### config.mk
export PLATFORM = sky130hd
export DESIGN_NAME = spram_ctrl
export DESIGN_NICKNAME = d
export VERILOG_FILES = /design/src/rtl/spram_ctrl.sv
export SDC_FILE = /design/constraint.sdc
export NUM_CORES = 1
export LEC_CHECK = 0
export CORE_ASPECT_RATIO = 0.9
export CORE_MARGIN = 2
export CORE_UTILIZATION = 42
export DETAILED_ROUTE_END_ITERATION = 7
export PLACE_DENSITY_LB_ADDON = 0.25
export SYNTH_ARGS = -nofsm -noshare
export SYNTH_HDL_FRONTEND = slang
export SYNTH_SLANG_ARGS = --single-unit
### constraint.sdc
create_clock -name clk -period 2.2 [get_ports clk]
set_input_delay 0.44 -clock clk [delete_from_list [all_inputs] [get_ports clk]]
set_output_delay 0.44 -clock clk [all_outputs]
set_load 0.005 [all_outputs]
### src/rtl/spram_ctrl.sv
// spram_ctrl: request/response front end for a single-port RAM with
// registered read data. Requests pass straight through to the RAM port.
// Read data is captured one cycle after issue into a 3-entry response FIFO.
// req_ready is a credit check on registered state: it is deasserted before
// the FIFO could overflow, so responses never need to be dropped.
module spram_ctrl #(
    parameter int DATA_WIDTH = 8,
    parameter int DATA_DEPTH = 256,
    localparam int AW = $clog2(DATA_DEPTH)
) (
    input  logic                  clk,
    input  logic                  rst,
    input  logic                  req_valid,
    output logic                  req_ready,
    input  logic                  req_wr,
    input  logic [AW-1:0]         req_addr,
    input  logic [DATA_WIDTH-1:0] req_wdata,
    output logic                  rsp_valid,
    input  logic                  rsp_ready,
    output logic [DATA_WIDTH-1:0] rsp_data,
    output logic                  ram_en,
    output logic                  ram_wr_en,
    output logic [AW-1:0]         ram_addr,
    output logic [DATA_WIDTH-1:0] ram_wr_data,
    input  logic [DATA_WIDTH-1:0] ram_rd_data
);

    logic                  pending;
    logic [1:0]            count;
    logic [1:0]            wr_ptr;
    logic [1:0]            rd_ptr;
    logic [DATA_WIDTH-1:0] fifo_mem [3];
    logic                  req_fire;
    logic                  push;
    logic                  pop;

    function automatic logic [1:0] ptr_inc(input logic [1:0] p);
        return (p == 2'd2) ? 2'd0 : p + 2'd1;
    endfunction

    // Handshake, credit check and combinational RAM-port pass-through.
    always_comb begin
        req_ready   = !rst && (({1'b0, count} + {2'b00, pending}) < 3'd3);
        req_fire    = req_valid && req_ready;
        ram_en      = req_fire;
        ram_wr_en   = req_fire && req_wr;
        ram_addr    = req_addr;
        ram_wr_data = req_wdata;
        rsp_valid   = (count != 2'd0);
        rsp_data    = fifo_mem[rd_ptr];
        push        = pending;
        pop         = rsp_valid && rsp_ready;
    end

    // Read-in-flight flag, FIFO occupancy and pointers.
    always_ff @(posedge clk or posedge rst) begin
        if (rst) begin
            pending <= 1'b0;
            count   <= '0;
            wr_ptr  <= '0;
            rd_ptr  <= '0;
        end else begin
            pending <= req_fire && !req_wr;
            if (push)
                wr_ptr <= ptr_inc(wr_ptr);
            if (pop)
                rd_ptr <= ptr_inc(rd_ptr);
            case ({push, pop})
                2'b10:   count <= count + 2'd1;
                2'b01:   count <= count - 2'd1;
                default: count <= count;
            endcase
        end
    end

    // Response storage; contents are meaningless while count is zero.
    always_ff @(posedge clk) begin
        if (push)
            fifo_mem[wr_ptr] <= ram_rd_data;
    end

endmodule

==> qor.yml <==
route:
  dr.pass1.iters: 4
  wl_per_cell_um: 14.13
  drtAntennaViolNets: 0
  num_vias: 816
  drtIter0Drc: 30
  drt_wl_total_mm: 2.345
  drc: 0
  via_per_inst: 4.916
sta:
  report.final.setup_viol: 0
  tightest_slew_ns: 0.4218
  fin_hold_ws_ns: 0.4472
  finClkSkew_ns: 0.01141
  worst_slew_margin_rel_pct: 71.88
  finalCriticalPeriod_ns: 2.198
  fmax_mhz: 455.0
  finalHoldViolations: 0
  finalCritPeriodShare_pct: 99.91
  slew_viol_final: 0
  rsz0062_at_grt: "yes"
  worst_slack_ns: 0.001956
power_and_ir_drop:
  share_seq_of_total_power_pct: 43.2
  intPower_w: 0.001380
  power.leakage_nw: 0.6976
  p_per_area_nw_per_um2: 1132
  switching_share_pct: 28.63
  p_switching_w: 0.0005536
  combPwrFrac_pct: 35.2
  peakVddDrop_v: 0.0005504
  power.share.clock_pct: 21.6
  power_w: 0.001934
placement:
  hpwlAfterDp_mm: 1.518
  dpl.cell_count: 153
  dp_slack_ns: -0.03516
  port_buffers: 24
  gp_congestion: 0.6674
critical_path:
  arrival_ns: 1.76
  crit_path_end: "ram_wr_en"
  cp-startpoint: "pending$_DFF_PP0_"
  r2r_start: "count[0]$_DFFE_PP0P_"
  reg2regPathDepth: 6
  reg2reg_slack_ns: 0.70
  r2r-end: "count[1]$_DFFE_PP0P_"
  startpoint_type: "flop"
  crit_required_ns: 1.76
  cp_max_fo: 2
  cp-end-kind: "output pin"
  path_class: "flop to output pin"
final_layout:
  fin_nets: 155
  instances_no_fill: 166
  layout-drive-gt1-share_pct: 20.16
  final_util_pct: 55.26
  diodes: 0
  fillers: 267
  area_growth_pct: 24.09
grt:
  grt_overflow: 0
  grt_usage_pct: 13.71
  grt_util_met3_pct: 3.633
  grt_util_met2_pct: 21.88
  antenna_found_initial: 0
  grt_busiest_layer: "met2"
  grt_pass1_vias: 821
  grtUsageMet1_pct: 16.01
  grt_max_degree: 20
  grt_pass1_wl_mm: 3.732
cts:
  hold_buffers: 0
  cts_htree_levels: 2
  cts_tree: "built"
  cts_buffers: 5
  clockRootBuffer: "clkbuf_4"
  clk_path_buf_depth: 2
  clock_latency_ns: 0.31
  clock-sinks: 31
  clk_pin_slew_worst_paths_ns: 0.10
worst_hold_path:
  hp-class: "input port to async pin"
yosys:
  synth_area_leaders: "edfxtp_1 (52%), dfrtp_1 (13%), buf_4 (9.3%)"
  synth_seq_cells: 31
  synth_ff_type: "edfxtp_1"
  synthesis.area_um2: 1376
  postSynthCellCount: 102
  ys_types: 21
  synth_nets: 134
  async_flop_share_pct: 22.58
  synth_top_area_share_pct: 52.36
  ys_warn_count: 0
  ys_seq_area_share_pct: 65.09
  synth_edf_count: 24
  synth_top_area_cell: "edfxtp_1"
  avgSynthCellArea_um2: 13.49
flow_run:
  drv_cap: 0
run_status:
  status: "finished clean"
floorplanning:
  core_um2: 3090
  ios: 57
  die_w_um: 64.34
  die-area_um2: 3751
  fp-row-count: 19
  die_h_um: 58.31
  start_util_pct: 44.53
worst min-delay path by stage:
| stage | start | end | slack [ns] |
|---|---|---|---|
| 4_1_cts | rst | wr_ptr[1]$_DFFE_PP0P_ | 0.39 |
| 3_5_place_dp | wr_ptr[1]$_DFFE_PP0P_ | wr_ptr[1]$_DFFE_PP0P_ | 0.48 |
| 2_1_floorplan | rst | count[0]$_DFFE_PP0P_ | 0.24 |
| 6_report | rst | pending$_DFF_PP0_ | 0.45 |
| 5_1_grt | rst | pending$_DFF_PP0_ | 0.44 |
| 3_3_place_gp | wr_ptr[1]$_DFFE_PP0P_ | wr_ptr[1]$_DFFE_PP0P_ | 0.47 |
cell type report:
type / instances / area (um2) / area share [%]
Clock buffer: 5 / 37.54 / 2.198
Clock inverter: 3 / 38.79 / 2.271
Inverter: 4 / 15.01 / 0.8791
Multi-Input combinational cell: 48 / 352.8 / 20.66
Sequential cell: 31 / 898.4 / 52.60
Tap cell: 42 / 52.55 / 3.077
Timing Repair Buffer: 33 / 312.8 / 18.31
state kept, by name, summed over array words and instances (netlist names):
name      flops
fifo_mem     24
count         2
rd_ptr        2
wr_ptr        2
pending       1
metal layers:
metal  wire (um)  part of all wire (%)
met5           0                     0
met4         113                   4.8
met3         144                   6.1
met2        1166                    50
met1         920                    39
through the flow:
stage	setup TNS, ns	instance area, um2
2_1_floorplan	0	1376
4_1_cts	0	1664
3_5_place_dp	-0.06382	1562
6_report	0	1708
5_1_grt	-0.2868	1708
3_3_place_gp	0	1562
power by group through the flow:
| stage | combinational (W) | clock, W | sequential (W) |
|---|---|---|---|
| after floorplan | 0.000400 | 0 | 0.000773 |
| after global placement | 0.000584 | 0 | 0.000852 |
| after detailed placement | 0.000595 | 0 | 0.000858 |
| after CTS | 0.000613 | 0.000433 | 0.000851 |
| after global routing | 0.000748 | 0.000469 | 0.000855 |
| final | 0.000680 | 0.000419 | 0.000835 |
worst max-delay path: stages, from the launching register on:
cell and delay (ns):
dfrtp_1 0.40, ha_2 0.20, ha_4 0.24, a211oi_4 0.22, buf_4 0.14, and3_1 0.13, buf_2 0.11
cell families (layout without fill, tap and decap cells):
family | count (synthesis) | in the layout | synth area share, %
simple gates | 20 | 20 | 6.909
buf+inv | 23 | 45 | 11.09
fa+ha+maj | 3 | 3 | 2.728
mux | 8 | 8 | 5.818
xor+xnor | 3 | 3 | 1.909
compound gates | 14 | 14 | 6.454
flops | 31 | 31 | 65.09
cell usage in the layout, fill, tap and decap left out:
| master | count |
|---|---|
| o21ai_1 | 9 |
| nand2b_1 | 2 |
| buf_4 | 8 |
| xor2_1 | 1 |
| clkinv_1 | 1 |
| ha_4 | 1 |
| dlygate4sd2_1 | 1 |
| and3_1 | 2 |
| dfrtp_1 | 5 |
| xnor2_1 | 2 |
| and2b_1 | 1 |
| ha_1 | 1 |
| buf_6 | 1 |
| dlymetal6s2s_1 | 3 |
| clkinv_2 | 1 |
| nand2_1 | 9 |
| bufinv_16 | 1 |
| buf_2 | 1 |
| clkdlybuf4s50_1 | 18 |
| and2_4 | 1 |
| a211oi_4 | 1 |
| edfxtp_1 | 24 |
| inv_1 | 4 |
| a21o_1 | 3 |
| nor3_1 | 1 |
| nor2_1 | 3 |
| clkdlybuf4s15_1 | 1 |
| o21ai_2 | 1 |
| or2_2 | 1 |
| dfrtp_2 | 2 |
| mux2i_1 | 8 |
| ha_2 | 1 |
| clkbuf_4 | 5 |
cells in the mapped netlist, types with 2 or more instances:
library cell and n:
a21o_1 3, ha_1 3, inv_1 4, edfxtp_1 24
nor2_1 3, and3_1 2, buf_4 17, o21ai_1 9
buf_2 2, xnor2_1 2, nand2_1 9, mux2i_1 8
dfrtp_1 7, nand2b_1 2
repair_timing:
item / 4_1_cts / 5_1_grt
resized for setup: 11 / 8
setup endpoints to repair: 11 / 6
pin swaps: 4 / 0
buffers inserted: 2 / 3
Power figures use the tool's default switching activity.
